==> src/rtl/pkg_mpu.sv <==
// Shared configuration and types for the MPU commit tracker.
//   NUM_COMMIT_CH : default number of TPU commit channels
//   DEPTH_COMMIT  : default number of outstanding-thread entries
//   WIDTH_ISSUE   : issue-number width for the default depth
package pkg_mpu;

    localparam int unsigned NUM_COMMIT_CH = 4;
    localparam int unsigned DEPTH_COMMIT  = 16;
    localparam int unsigned WIDTH_ISSUE   = $clog2(DEPTH_COMMIT);

    typedef logic [NUM_COMMIT_CH-1:0] commit_mask_t;
    typedef logic [WIDTH_ISSUE-1:0]   issue_no_t;

    // One tracker slot: occupied flag plus channels still owing a commit.
    typedef struct packed {
        logic         valid;
        commit_mask_t pending;
    } commit_entry_t;

endpackage

==> src/rtl/commit_clear_mpu.sv <==
// Combinational commit decoder: maps NUM_CH commit requests onto per-entry
// pending-bit clear masks and flags any illegal commit.
//   i_req_commit   : per-channel commit valid
//   i_commit_no    : per-channel issue number, channel c at [c*WI +: WI]
//   i_valid        : registered entry valid bits
//   i_pending      : registered pending bits, entry e at [e*NUM_CH +: NUM_CH]
//   o_clr_c        : pending bits to clear, same layout as i_pending
//   o_err_c        : at least one commit targeted an invalid entry or a clear bit
module commit_clear_mpu
    import pkg_mpu::*;
#(
    parameter  int unsigned NUM_CH = NUM_COMMIT_CH,
    parameter  int unsigned DEPTH  = DEPTH_COMMIT,
    localparam int unsigned WI     = $clog2(DEPTH)
) (
    input  logic [NUM_CH-1:0]       i_req_commit,
    input  logic [NUM_CH*WI-1:0]    i_commit_no,
    input  logic [DEPTH-1:0]        i_valid,
    input  logic [DEPTH*NUM_CH-1:0] i_pending,
    output logic [DEPTH*NUM_CH-1:0] o_clr_c,
    output logic                    o_err_c
);

    logic [WI-1:0] idx;

    // Each channel owns a distinct bit column, so channels never collide.
    always_comb begin
        o_clr_c = '0;
        o_err_c = 1'b0;
        idx     = '0;
        for (int c = 0; c < int'(NUM_CH); c++) begin
            idx = i_commit_no[c*int'(WI) +: WI];
            if (i_req_commit[c]) begin
                if (i_valid[idx] && i_pending[int'(idx)*int'(NUM_CH) + c]) begin
                    o_clr_c[int'(idx)*int'(NUM_CH) + c] = 1'b1;
                end else begin
                    o_err_c = 1'b1;
                end
            end
        end
    end

endmodule

==> src/rtl/commit_tracker_mc_mpu.sv <==
// Multi-channel in-order commit tracker. Hands out issue numbers at the tail,
// collects out-of-order per-channel commits, retires at most one entry per
// cycle from the head in issue order.
//   clock, reset     : rising-edge clock, async active-low reset
//   I_Flush          : drop every outstanding entry (priority over all else)
//   I_Req_Issue/I_En_Mask, O_Ack_Issue/O_Issue_No : issue handshake (comb)
//   I_Req_Commit/I_CommitNo : per-channel commits
//   O_Req_Commit/O_Commit_No : registered retire pulse and retired number
//   O_Count/O_Full/O_Empty   : registered occupancy
//   O_Err            : registered pulse on illegal commit
module commit_tracker_mc_mpu
    import pkg_mpu::*;
#(
    parameter  int unsigned NUM_CH      = NUM_COMMIT_CH,
    parameter  int unsigned DEPTH       = DEPTH_COMMIT,
    localparam int unsigned WIDTH_ISSUE = $clog2(DEPTH)
) (
    input  logic                          clock,
    input  logic                          reset,
    input  logic                          I_Flush,
    input  logic                          I_Req_Issue,
    input  logic [NUM_CH-1:0]             I_En_Mask,
    output logic                          O_Ack_Issue,
    output logic [WIDTH_ISSUE-1:0]        O_Issue_No,
    input  logic [NUM_CH-1:0]             I_Req_Commit,
    input  logic [NUM_CH*WIDTH_ISSUE-1:0] I_CommitNo,
    output logic                          O_Req_Commit,
    output logic [WIDTH_ISSUE-1:0]        O_Commit_No,
    output logic [WIDTH_ISSUE:0]          O_Count,
    output logic                          O_Full,
    output logic                          O_Empty,
    output logic                          O_Err
);

    localparam int unsigned WI = WIDTH_ISSUE;
    localparam int unsigned CW = WIDTH_ISSUE + 1;

    logic [WI-1:0]           head_q, head_d;
    logic [WI-1:0]           tail_q, tail_d;
    logic [CW-1:0]           count_q, count_d;
    logic [DEPTH-1:0]        valid_q, valid_d;
    logic [DEPTH*NUM_CH-1:0] pend_q, pend_d;
    logic [WI-1:0]           commit_no_q, commit_no_d;
    logic                    req_commit_q, req_commit_d;
    logic                    full_q, full_d;
    logic                    empty_q, empty_d;
    logic                    err_q, err_d;

    logic [DEPTH*NUM_CH-1:0] clr_c;
    logic                    err_c;
    logic                    ack_c;
    logic                    retire_c;

    commit_clear_mpu #(
        .NUM_CH (NUM_CH),
        .DEPTH  (DEPTH)
    ) u_clear (
        .i_req_commit (I_Req_Commit),
        .i_commit_no  (I_CommitNo),
        .i_valid      (valid_q),
        .i_pending    (pend_q),
        .o_clr_c      (clr_c),
        .o_err_c      (err_c)
    );

    // Issue is gated by the registered full flag so a same-cycle retire does not
    // open the slot early.
    assign ack_c    = I_Req_Issue & ~full_q & ~I_Flush;
    // Retire decision uses registered pending bits only; same-cycle commits wait.
    assign retire_c = valid_q[head_q] &&
                      (pend_q[int'(head_q)*int'(NUM_CH) +: NUM_CH] == '0);

    // Next-state for entries, pointers, occupancy and output registers.
    always_comb begin
        head_d       = head_q;
        tail_d       = tail_q;
        valid_d      = valid_q;
        pend_d       = pend_q & ~clr_c;
        commit_no_d  = commit_no_q;
        req_commit_d = retire_c;
        err_d        = err_c;
        count_d      = count_q + CW'(ack_c) - CW'(retire_c);

        if (retire_c) begin
            valid_d[head_q] = 1'b0;
            head_d          = head_q + WI'(1);
            commit_no_d     = head_q;
        end

        if (ack_c) begin
            valid_d[tail_q]                                 = 1'b1;
            pend_d[int'(tail_q)*int'(NUM_CH) +: NUM_CH]     = I_En_Mask;
            tail_d                                          = tail_q + WI'(1);
        end

        if (I_Flush) begin
            head_d       = '0;
            tail_d       = '0;
            valid_d      = '0;
            pend_d       = '0;
            count_d      = '0;
            req_commit_d = 1'b0;
            err_d        = 1'b0;
        end

        full_d  = (count_d == CW'(DEPTH));
        empty_d = (count_d == '0);
    end

    // State registers.
    always_ff @(posedge clock or negedge reset) begin
        if (!reset) begin
            head_q       <= '0;
            tail_q       <= '0;
            count_q      <= '0;
            valid_q      <= '0;
            pend_q       <= '0;
            commit_no_q  <= '0;
            req_commit_q <= 1'b0;
            full_q       <= 1'b0;
            empty_q      <= 1'b1;
            err_q        <= 1'b0;
        end else begin
            head_q       <= head_d;
            tail_q       <= tail_d;
            count_q      <= count_d;
            valid_q      <= valid_d;
            pend_q       <= pend_d;
            commit_no_q  <= commit_no_d;
            req_commit_q <= req_commit_d;
            full_q       <= full_d;
            empty_q      <= empty_d;
            err_q        <= err_d;
        end
    end

    assign O_Ack_Issue  = ack_c;
    assign O_Issue_No   = tail_q;
    assign O_Req_Commit = req_commit_q;
    assign O_Commit_No  = commit_no_q;
    assign O_Count      = count_q;
    assign O_Full       = full_q;
    assign O_Empty      = empty_q;
    assign O_Err        = err_q;

endmodule

==> config.mk <==
export PLATFORM = sky130hd
export DESIGN_NAME = commit_tracker_mc_mpu
export DESIGN_NICKNAME = d
export VERILOG_FILES = /design/src/rtl/pkg_mpu.sv /design/src/rtl/commit_clear_mpu.sv /design/src/rtl/commit_tracker_mc_mpu.sv
export SDC_FILE = /design/constraint.sdc
export NUM_CORES = 1
export LEC_CHECK = 0
export ABC_CLOCK_PERIOD_IN_PS = 4900
export BUFFER_PORTS_ARGS = -buffer_cell sky130_fd_sc_hd__buf_2
export CORE_MARGIN = 3
export CORE_UTILIZATION = 33
export CTS_BUF_LIST = sky130_fd_sc_hd__clkbuf_4
export CTS_CLUSTER_DIAMETER = 40
export CTS_CLUSTER_SIZE = 24
export DETAILED_ROUTE_END_ITERATION = 8
export GPL_TIMING_DRIVEN = 0
export PLACE_DENSITY = 0.51
export SLEW_MARGIN = 5
export SYNTH_ARGS = -nofsm -noshare
export SYNTH_HDL_FRONTEND = slang
export SYNTH_SLANG_ARGS = --single-unit
==> constraint.sdc <==
create_clock -name clock -period 4.9 [get_ports clock]
set_clock_uncertainty 0.05 [all_clocks]
set_input_delay 0.98 -clock clock [delete_from_list [all_inputs] [get_ports clock]]
set_output_delay 0.98 -clock clock [all_outputs]
set_load 0.1 [all_outputs]
==> impl_metrics.env, run 1 <==
export IMPL_netlist_instances=785
export IMPL_synth_commonest_cells="nand2_1 (115), dfrtp_1 (100), nand3_1 (47), a21oi_1 (42), nor2_1 (41)"
export IMPL_cts_buffers=9
export IMPL_max_slew_margin_pct=26.05
export IMPL_hp_class="in2async"
export IMPL_synth_distinct_cells=81
export IMPL_fin_nets=881
export IMPL_crit_path_max_fanout=8
export IMPL_synth_xor_xnor_area_share_pct=0.7539
export IMPL_path_cells="nor4b_1 -> a221oi_1 -> or4_1 -> clkbuf_1 -> nand4_4 -> ha_1 -> inv_1 -> ha_1 -> inv_1 -> fa_1 -> nor2b_1 -> nor3_1 -> a2111oi_0 -> nor2b_1"
export IMPL_drv_cap=0
export IMPL_postPlaceCellArea_sq_mm=0.007537
export IMPL_muxShareOfSynthArea_pct=9.944
export IMPL_routed_wirelength_um=29450
export IMPL_drt_pass1_iter_count=5
export IMPL_grt_max_degree=52
export IMPL_crit_family="simple AND/OR/NAND/NOR gates"
export IMPL_power_density_mw_per_mm2=301.0
export IMPL_fmax_ghz=0.2275
export IMPL_grt_usage_pct=26.18
export IMPL_power_clock_fraction_pct=21.2
export IMPL_whs_ns=0.3610
export IMPL_fin_crit_sh_pct=89.73
export IMPL_mappedNetlistArea_sq_mm=0.006970
export IMPL_postRouteAntennaNets=0
export IMPL_swShare_pct=44.71
export IMPL_stdcell_count=1112
export IMPL_p_int_mw=1.279
export IMPL_synth_nets=830
export IMPL_outcome="completed"
export IMPL_synthAdderAreaFrac_pct=3.159
export IMPL_syn_to_final_growth_pct=10.27
export IMPL_route_vias_total=6844
export IMPL_leakagePower_nw=2.902
export IMPL_pin_count=46
export IMPL_synth_top_area_share_pct=35.90
export IMPL_die_x_um=151.3
export IMPL_detail_route_vias_per_cell=6.155
export IMPL_crit_type="reg2reg"
export IMPL_tns_ns=0
export IMPL_startpoint_type="register"
export IMPL_ys_top_cells_by_area="dfrtp_1 (36%), nand2_1 (6.2%), mux4_2 (6.1%), nand3_1 (3.4%), a21oi_1 (3.0%)"
export IMPL_final_setup_viol_count=0
export IMPL_post_cts_resized=0
export IMPL_synth_top_family_by_area="simple AND/OR/NAND/NOR gates"
export IMPL_ys_warnings_count=0
export IMPL_cts_tree="built"
export IMPL_grt_pass1_vias=6584
export IMPL_drive_gt1_share_pct=13.79
export IMPL_drc=0
export IMPL_dpl_cell_count=1095
export IMPL_antenna_found_initial=2
export IMPL_path_buf_inv=3
export IMPL_synth_most_common_cell="nand2_1"
export IMPL_clk_path_buf_depth=2
export IMPL_cp_arrival_ns=4.80
export IMPL_grt_first_pass_wirelength_um=43390
export IMPL_end_kind="register"
export IMPL_synth_compound_area_share_pct=17.05
export IMPL_synth_edf_count=0
export IMPL_slowest_delay_ns=0.61
export IMPL_path_clk_slew_ns=0.18
export IMPL_core_area_sq_mm=0.02049
export IMPL_syn_area_per_cell_sq_um=8.880
export IMPL_die_area_sq_mm=0.02290
export IMPL_p_seq_share_pct=40.0
export IMPL_cts_sink_count=101
export IMPL_final_hold_violation_count=0
export IMPL_fin_ws_ns=0.5034
export IMPL_ys_ff_latch=101
export IMPL_port_buffers=39
export IMPL_final_min_clock_period_ns=4.397
export IMPL_final_cell_area_sq_mm=0.007686
export IMPL_grt_ovfl_total=0
export IMPL_hpwl_um=22430
export IMPL_clk_insertion_delay_late_ns=0.51
export IMPL_p_comb_share_pct=38.8
export IMPL_totalPowerFinal_mw=2.314
export IMPL_fin_util_pct=37.50
export IMPL_worst_pin_slew_ns=1.101
export IMPL_ys_seq_area_share_pct=36.28
export IMPL_htree_levels=3
export IMPL_start_util_pct=34.01
export IMPL_synth_ff_type="dfrtp_1"
export IMPL_placementRows=52
export IMPL_drt_iter0_markers=910
export IMPL_required_ns=5.31
export IMPL_cts_setup_buffers=0
export IMPL_slew_viol_final=0
export IMPL_peakVddDrop_mv=0.2666
export IMPL_cp_slowest_cell="dfrtp_1"
export IMPL_wire_per_inst_um=26.49
export IMPL_synth_simple_area_share_pct=28.27
export IMPL_die_h_um=151.3
export IMPL_p_sw_mw=1.035
export IMPL_pre_cts_slack_ns=0.5476
export IMPL_cts_root_buf="clkbuf_4"
export IMPL_rsz0062_at_grt="no"
export IMPL_routabilityCongestion=0.9908
export IMPL_yosys_area_top_type="dfrtp_1"
export IMPL_ctsHoldBuffers=0
export IMPL_synth_async_reset_ratio_pct=100.0
-- cell families (layout without fill, tap and decap cells) --
logic type | Yosys count | in the layout
compound gates | 174 | 174
xor+xnor | 6 | 6
fa+ha+maj | 17 | 17
mux | 41 | 41
flops | 101 | 101
simple gates | 368 | 368
other cells | 0 | 1
buf+inv | 78 | 134
-- power groups by stage --
| stage | logic, mW | clock network (mW) | registers [mW] |
|---|---|---|---|
| floorplan | 0.424 | 0 | 1.17 |
| global placement | 0.889 | 0 | 0.942 |
| detailed placement | 0.891 | 0 | 0.941 |
| CTS | 0.894 | 0.496 | 0.925 |
| global route | 0.965 | 0.529 | 0.932 |
| finish | 0.898 | 0.490 | 0.925 |
-- final timing paths --
kind	depth (start not counted)	slack (ns)	from	endpoint
hold reg to reg	1	0.47	O_Commit_No[0]	O_Commit_No[0]
min in group clock	1	0.47	O_Commit_No[0]	O_Commit_No[0]
setup reg to reg	14	0.50	valid_q[3]	O_Empty
setup / recovery	14	0.50	valid_q[3]	O_Empty
hold / removal	1	0.36	reset	pend_q[32]
max in group asynchronous	2	3.76	reset	O_Empty
-- flip-flops by register name (all words and copies together) (netlist names) --
register      cells
O_Full            1
O_Err             1
valid_q          16
head_q            4
O_Empty           1
O_Req_Commit      1
O_Count           5
pend_q           64
O_Commit_No       4
O_Issue_No        4
-- placed cells by master (no fill, tap or decap), types with 5 or more instances in the layout --
cell type | synthesis | routed
a21oi_1 | 42 | 42
nand3_1 | 47 | 47
o21ai_0 | 39 | 39
mux2i_1 | 10 | 10
or2_2 | 6 | 6
nor2b_1 | 23 | 23
nand4_1 | 20 | 20
o2111ai_1 | 6 | 6
clkbuf_4 | 0 | 9
a221oi_1 | 7 | 7
buf_2 | 6 | 44
nor2_1 | 41 | 41
nor4_1 | 18 | 18
nand2_1 | 115 | 115
ha_1 | 16 | 16
nor3b_1 | 6 | 6
mux2_2 | 10 | 10
inv_1 | 32 | 32
o41ai_1 | 10 | 10
or4_1 | 5 | 5
o22ai_1 | 12 | 12
nand2b_1 | 13 | 13
nor3_1 | 14 | 14
a31oi_1 | 5 | 5
clkbuf_1 | 29 | 29
and3_1 | 10 | 10
o211ai_1 | 11 | 11
mux4_2 | 19 | 19
nand3b_1 | 8 | 8
and2_1 | 8 | 8
nor4b_1 | 7 | 7
dfrtp_1 | 100 | 100
-- per-layer routing --
layer	vias up	global-route usage (%)	wire length, um	share of wire [%]
met2	383	38.54	12640	43
li1	3046	-	-	-
met1	3342	36.32	12550	43
met5	-	0	26	0.088
met4	2	11.24	1259	4.3
met3	71	6.792	2981	10
-- final cells by class --
cell class / instances / area, sq um
Sequential cell: 101 / 2529
Inverter: 35 / 131.4
Multi-Input combinational cell: 606 / 4125
Timing Repair Buffer: 40 / 229.0
Antenna cell: 1 / 2.502
Clock buffer: 9 / 67.56
Tap cell: 270 / 337.8
Fill cell: 2136 / 12810
Clock inverter: 7 / 78.83
Buffer: 43 / 185.2
(Power assumes the default switching activity.)
==> run 2: changes to the inputs <==
--- a/config.mk
+++ b/config.mk
@@ -8,13 +8,13 @@
 export ABC_CLOCK_PERIOD_IN_PS = 4900
 export BUFFER_PORTS_ARGS = -buffer_cell sky130_fd_sc_hd__buf_2
 export CORE_MARGIN = 3
-export CORE_UTILIZATION = 33
+export CORE_UTILIZATION = 55
 export CTS_BUF_LIST = sky130_fd_sc_hd__clkbuf_4
 export CTS_CLUSTER_DIAMETER = 40
 export CTS_CLUSTER_SIZE = 24
 export DETAILED_ROUTE_END_ITERATION = 8
 export GPL_TIMING_DRIVEN = 0
-export PLACE_DENSITY = 0.51
+export PLACE_DENSITY = 0.75
 export SLEW_MARGIN = 5
 export SYNTH_ARGS = -nofsm -noshare
 export SYNTH_HDL_FRONTEND = slang
==> impl_metrics.env, run 2 (synthesis results as in run 1) <==
export IMPL_drive_gt1_share_pct=13.79
export IMPL_final_setup_viol_count=0
export IMPL_startpoint_type="register"
export IMPL_port_buffers=39
export IMPL_slew_viol_final=0
export IMPL_fin_crit_sh_pct=92.88
export IMPL_die_area_sq_mm=0.01406
export IMPL_htree_levels=3
export IMPL_drt_pass1_iter_count=6
export IMPL_crit_type="reg2reg"
export IMPL_hpwl_um=20470
export IMPL_cp_slowest_cell="dfrtp_1"
export IMPL_reg2reg_slack_ns=0.35
export IMPL_core_area_sq_mm=0.01221
export IMPL_wire_per_inst_um=26.79
export IMPL_post_cts_resized=0
export IMPL_peakVddDrop_mv=0.3035
export IMPL_grt_first_pass_wirelength_um=40590
export IMPL_final_min_clock_period_ns=4.551
export IMPL_slowest_delay_ns=0.67
export IMPL_syn_to_final_growth_pct=8.221
export IMPL_clk_path_buf_depth=2
export IMPL_power_density_mw_per_mm2=301.0
export IMPL_fillers=1111
export IMPL_crit_start="valid_q[3]"
export IMPL_ctsHoldBuffers=0
export IMPL_fin_ws_ns=0.3487
export IMPL_whs_ns=0.3957
export IMPL_routed_wirelength_um=27030
export IMPL_rsz0062_at_grt="no"
export IMPL_top_register="pend_q"
export IMPL_required_ns=5.27
export IMPL_cts_sink_count=101
export IMPL_grt_pass1_vias=6805
export IMPL_cts_buffers=9
export IMPL_cp_arrival_ns=4.92
export IMPL_drc=0
export IMPL_clk_insertion_delay_late_ns=0.49
export IMPL_tns_ns=0
export IMPL_drv_cap=0
export IMPL_detail_route_vias_per_cell=7.103
export IMPL_worst_pin_slew_ns=1.209
export IMPL_drt_iter0_markers=857
export IMPL_die_h_um=118.6
export IMPL_grt_ovfl_total=0
export IMPL_antenna_found_initial=0
export IMPL_totalPowerFinal_mw=2.271
export IMPL_stdcell_count=1009
export IMPL_r2r_end="O_Empty"
export IMPL_layout_commonest_cell="nand2_1"
export IMPL_fmax_ghz=0.2197
export IMPL_pre_cts_slack_ns=0.4663
export IMPL_path_cells="nor4b_1 -> a221oi_1 -> or4_1 -> clkbuf_1 -> nand4_4 -> ha_1 -> inv_1 -> ha_1 -> inv_1 -> fa_1 -> nor2b_1 -> nor3_1 -> a2111oi_0 -> nor2b_1"
export IMPL_r2r_cells=14
export IMPL_postRouteAntennaNets=0
export IMPL_layout_common_cells="nand2_1 (115), dfrtp_1 (100), nand3_1 (47), buf_2 (44), a21oi_1 (42)"
export IMPL_path_clk_slew_ns=0.16
export IMPL_grt_usage_pct=38.38
export IMPL_cts_setup_buffers=0
export IMPL_end_kind="register"
export IMPL_r2r_start="valid_q[3]"
export IMPL_hp_class="in2async"
export IMPL_start_util_pct=57.08
export IMPL_leakagePower_nw=2.894
export IMPL_largest_register_ff_count=64
export IMPL_diodes=0
export IMPL_final_hold_violation_count=0
export IMPL_crit_path_max_fanout=8
export IMPL_cts_root_buf="clkbuf_4"
export IMPL_route_vias_total=7167
export IMPL_dpl_cell_count=993
export IMPL_routabilityCongestion=1.154
export IMPL_placementRows=40
export IMPL_die_x_um=118.6
export IMPL_grt_max_degree=64
export IMPL_outcome="completed"
export IMPL_fin_nets=881
export IMPL_cts_tree="built"
export IMPL_pin_count=46
export IMPL_max_slew_margin_pct=18.77
==> run 2: routing by layer <==
metal	vias to the layer above	part of all wire, %	GRT usage [%]
met5	-	0	0
met4	0	6.1	19.99
met3	120	16	18.23
met2	546	41	52.29
met1	3458	37	50.42
li1	3043	-	-
==> run 2: how the worst max path moves through the flow <==
stage / to / cells past startpoint
2_1_floorplan: O_Empty / 10
3_3_place_gp: O_Empty / 14
3_5_place_dp: O_Empty / 14
4_1_cts: O_Empty / 14
5_1_grt: O_Empty / 14
6_report: O_Empty / 14
==> run 2: area by class of cell <==
type | count | area, sq um | area share, %
buffer | 43 | 185.2 | 2.455
clock buffer | 10 | 75.07 | 0.9952
clock inverter | 6 | 62.56 | 0.8293
inverter | 35 | 131.4 | 1.742
multi-input combinational | 606 | 4125 | 54.69
sequential | 101 | 2529 | 33.52
tap | 168 | 210.2 | 2.787
timing repair buffer | 40 | 225.2 | 2.986
==> run 2: worst max-delay path: cells and delay by family (launching register included) <==
family | cells | cell delay [ns]
buffers and inverters | 3 | 0.33
adders and majority gates | 3 | 0.79
and+or+nand+nor | 6 | 1.83
AOI/OAI and AO/OA | 2 | 0.81
DFF | 1 | 0.67
==> run 2: per-stage QoR <==
step,instance area [sq um],util (%)
2_1_floorplan,6970,-
3_5_place_dp,7406,60.65
3_3_place_gp,7376,60.40
4_1_cts,7543,61.77
6_report,7543,61.77
5_1_grt,7543,61.77
==> run 2: report_power, final <==
group	internal [mW]	switching, mW
clock network	0.161	0.297
logic	0.236	0.651
registers	0.881	0.0458
==> run 3: changes to the inputs <==
--- a/config.mk
+++ b/config.mk
@@ -5,16 +5,17 @@
 export SDC_FILE = /design/constraint.sdc
 export NUM_CORES = 1
 export LEC_CHECK = 0
+export ABC_AREA = 1
 export ABC_CLOCK_PERIOD_IN_PS = 4900
 export BUFFER_PORTS_ARGS = -buffer_cell sky130_fd_sc_hd__buf_2
 export CORE_MARGIN = 3
-export CORE_UTILIZATION = 55
+export CORE_UTILIZATION = 57
 export CTS_BUF_LIST = sky130_fd_sc_hd__clkbuf_4
 export CTS_CLUSTER_DIAMETER = 40
 export CTS_CLUSTER_SIZE = 24
 export DETAILED_ROUTE_END_ITERATION = 8
 export GPL_TIMING_DRIVEN = 0
-export PLACE_DENSITY = 0.75
+export PLACE_DENSITY = 0.77
 export SLEW_MARGIN = 5
 export SYNTH_ARGS = -nofsm -noshare
 export SYNTH_HDL_FRONTEND = slang
==> impl_metrics.env, run 3 <==
export IMPL_synth_edf_count=0
export IMPL_cp_arrival_ns=2.82
export IMPL_netlist_instances=1338
export IMPL_hpwl_um=23980
export IMPL_fmax_ghz=0.2599
export IMPL_ys_seq_area_share_pct=32.17
export IMPL_placementRows=42
export IMPL_grt_ovfl_total=0
export IMPL_die_area_sq_mm=0.01524
export IMPL_cts_tree="built"
export IMPL_start_util_pct=58.89
export IMPL_drt_pass1_iter_count=8
export IMPL_layout_commonest_cell="nand2_1"
export IMPL_routed_wirelength_um=31280
export IMPL_ys_top_cells_by_area="dfrtp_1 (32%), nand2_1 (27%), nor2_1 (7.8%), nand3_1 (6.6%), inv_1 (6.0%)"
export IMPL_slew_viol_final=0
export IMPL_startpoint_type="input pin"
export IMPL_cts_sink_count=101
export IMPL_grt_max_degree=64
export IMPL_outcome="completed"
export IMPL_die_h_um=123.4
export IMPL_synth_ff_type="dfrtp_1"
export IMPL_synth_async_reset_ratio_pct=100.0
export IMPL_required_ns=3.87
export IMPL_routabilityCongestion=1.060
export IMPL_cts_setup_buffers=0
export IMPL_peakVddDrop_mv=0.5714
export IMPL_drc=0
export IMPL_yosys_area_top_type="dfrtp_1"
export IMPL_worst_pin_slew_ns=0.9768
export IMPL_mappedNetlistArea_sq_mm=0.007860
export IMPL_final_setup_viol_count=0
export IMPL_port_buffers=42
export IMPL_postRouteAntennaNets=0
export IMPL_cts_root_buf="clkbuf_4"
export IMPL_fin_nets=1437
export IMPL_pin_count=46
export IMPL_htree_levels=3
export IMPL_grt_first_pass_wirelength_um=45910
export IMPL_wire_per_inst_um=19.90
export IMPL_clk_path_buf_depth=2
export IMPL_fillers=1362
export IMPL_fin_crit_sh_pct=78.52
export IMPL_synth_most_common_cell="nand2_1"
export IMPL_leakagePower_nw=4.362
export IMPL_cts_buffers=9
export IMPL_power_density_mw_per_mm2=299.5
export IMPL_whs_ns=0.3825
export IMPL_ctsHoldBuffers=0
export IMPL_syn_area_per_cell_sq_um=5.874
export IMPL_postPlaceCellArea_sq_mm=0.008320
export IMPL_drive_gt1_share_pct=8.387
export IMPL_drt_iter0_markers=1440
export IMPL_syn_to_final_growth_pct=7.482
export IMPL_rsz0062_at_grt="no"
export IMPL_tns_ns=0
export IMPL_layout_common_cells="nand2_1 (560), nor2_1 (164), inv_1 (125), nand3_1 (103), dfrtp_1 (100)"
export IMPL_drv_cap=0
export IMPL_clk_insertion_delay_late_ns=0.51
export IMPL_largest_register_ff_count=64
export IMPL_final_min_clock_period_ns=3.848
export IMPL_antenna_found_initial=1
export IMPL_synth_commonest_cells="nand2_1 (560), nor2_1 (164), inv_1 (125), nand3_1 (103), dfrtp_1 (100)"
export IMPL_post_cts_resized=0
export IMPL_grt_pass1_vias=8014
export IMPL_synth_top_area_share_pct=31.84
export IMPL_crit_type="in2out"
export IMPL_final_cell_area_sq_mm=0.008448
export IMPL_crit_path_max_fanout=11
export IMPL_final_hold_violation_count=0
export IMPL_die_x_um=123.4
export IMPL_synth_distinct_cells=36
export IMPL_core_area_sq_mm=0.01335
export IMPL_max_slew_margin_pct=34.88
export IMPL_ys_warnings_count=0
export IMPL_ys_ff_latch=101
export IMPL_route_vias_total=9212
export IMPL_path_clk_slew_ns=0.16
export IMPL_hp_class="in2async"
export IMPL_grt_usage_pct=41.49
export IMPL_synth_nets=1383
export IMPL_top_register="pend_q"
export IMPL_detail_route_vias_per_cell=5.860
export IMPL_end_kind="output pin"
## run 3: cell count changes in the layout (fill, tap and decap cells not counted), moves of 17 or more
cell     previous run  this run
nor2_1             41       164
nand2_1           115       560
inv_1              32       125
nand3_1            47       103
inv_2               2        20
nor2b_1            23         0
nor3_1             14        34
mux4_2             19         0
a21oi_1            42        60
buf_2              44        61
## run 3: final cells by class
cell class	instances	area [sq um]	share of cell area, %
timing repair buffer	43	240.2	2.844
clock buffer	10	75.07	0.8886
antenna	1	2.502	0.02962
clock inverter	4	50.05	0.5924
buffer	40	190.2	2.251
multi-input combinational	1046	4574	54.15
inverter	151	566.8	6.709
sequential	101	2529	29.93
tap	176	220.2	2.607
## run 3: power by group
group	switching, mW	internal, mW	total, mW
Combinational	0.861	0.271	1.13
Sequential	0.0526	0.886	0.938
Clock	0.303	0.156	0.459
## run 3: per-stage QoR
step | setup slack, ns | power, mW | util [%] | std cells
after global placement | 1.081 | 2.042 | 62.11 | 1556
final | 1.052 | 2.530 | 63.29 | 1572
after CTS | 1.099 | 2.509 | 63.27 | 1571
after global routing | 0.9363 | 2.673 | 63.29 | 1572
after detailed placement | 1.106 | 2.067 | 62.34 | 1557
after floorplan | 0.9550 | 1.784 | - | 1338
## run 3: path summary, 6_finish.rpt
kind	slack, ns	start	cells past startpoint	end
max reg2reg	1.45	valid_q[5]	21	O_Empty
max	1.05	I_Req_Issue	7	O_Ack_Issue
min reg2reg	0.46	O_Commit_No[1]	2	O_Commit_No[1]
min	0.38	reset	1	head_q[1]
min in group clock	0.46	O_Commit_No[1]	2	O_Commit_No[1]
max in group asynchronous	3.70	reset	2	pend_q[40]
## run 3: routing by layer
layer | vias to the layer above | track usage (%) | routed length (um) | part of all wire [%]
met4 | 0 | 20.76 | 2033 | 6.5
li1 | 4299 | - | - | -
met5 | - | 0 | 0 | 0
met3 | 141 | 14.91 | 4630 | 15
met2 | 668 | 59.29 | 12720 | 41
met1 | 4104 | 55.34 | 11900 | 38
## run 3: cells by family (layout without fill, tap and decap cells)
kind of cell,after synthesis,count (layout),share of synthesized area [%]
XOR/XNOR,2,2,0.2229
other,0,1,0
adder cells (fa/ha/maj),17,17,2.802
AND/OR/NAND/NOR,899,899,46.78
buffers and inverters,191,248,9.631
AO/OA/AOI/OAI,128,128,8.389
flip-flops,101,101,32.17
## run 3: critical path: stages
cell	delay (ns)
buf_2	0.08
inv_1	0.05
nor2_4	0.26
inv_2	0.13
nor2_4	0.22
clkbuf_1	0.54
buf_2	0.55
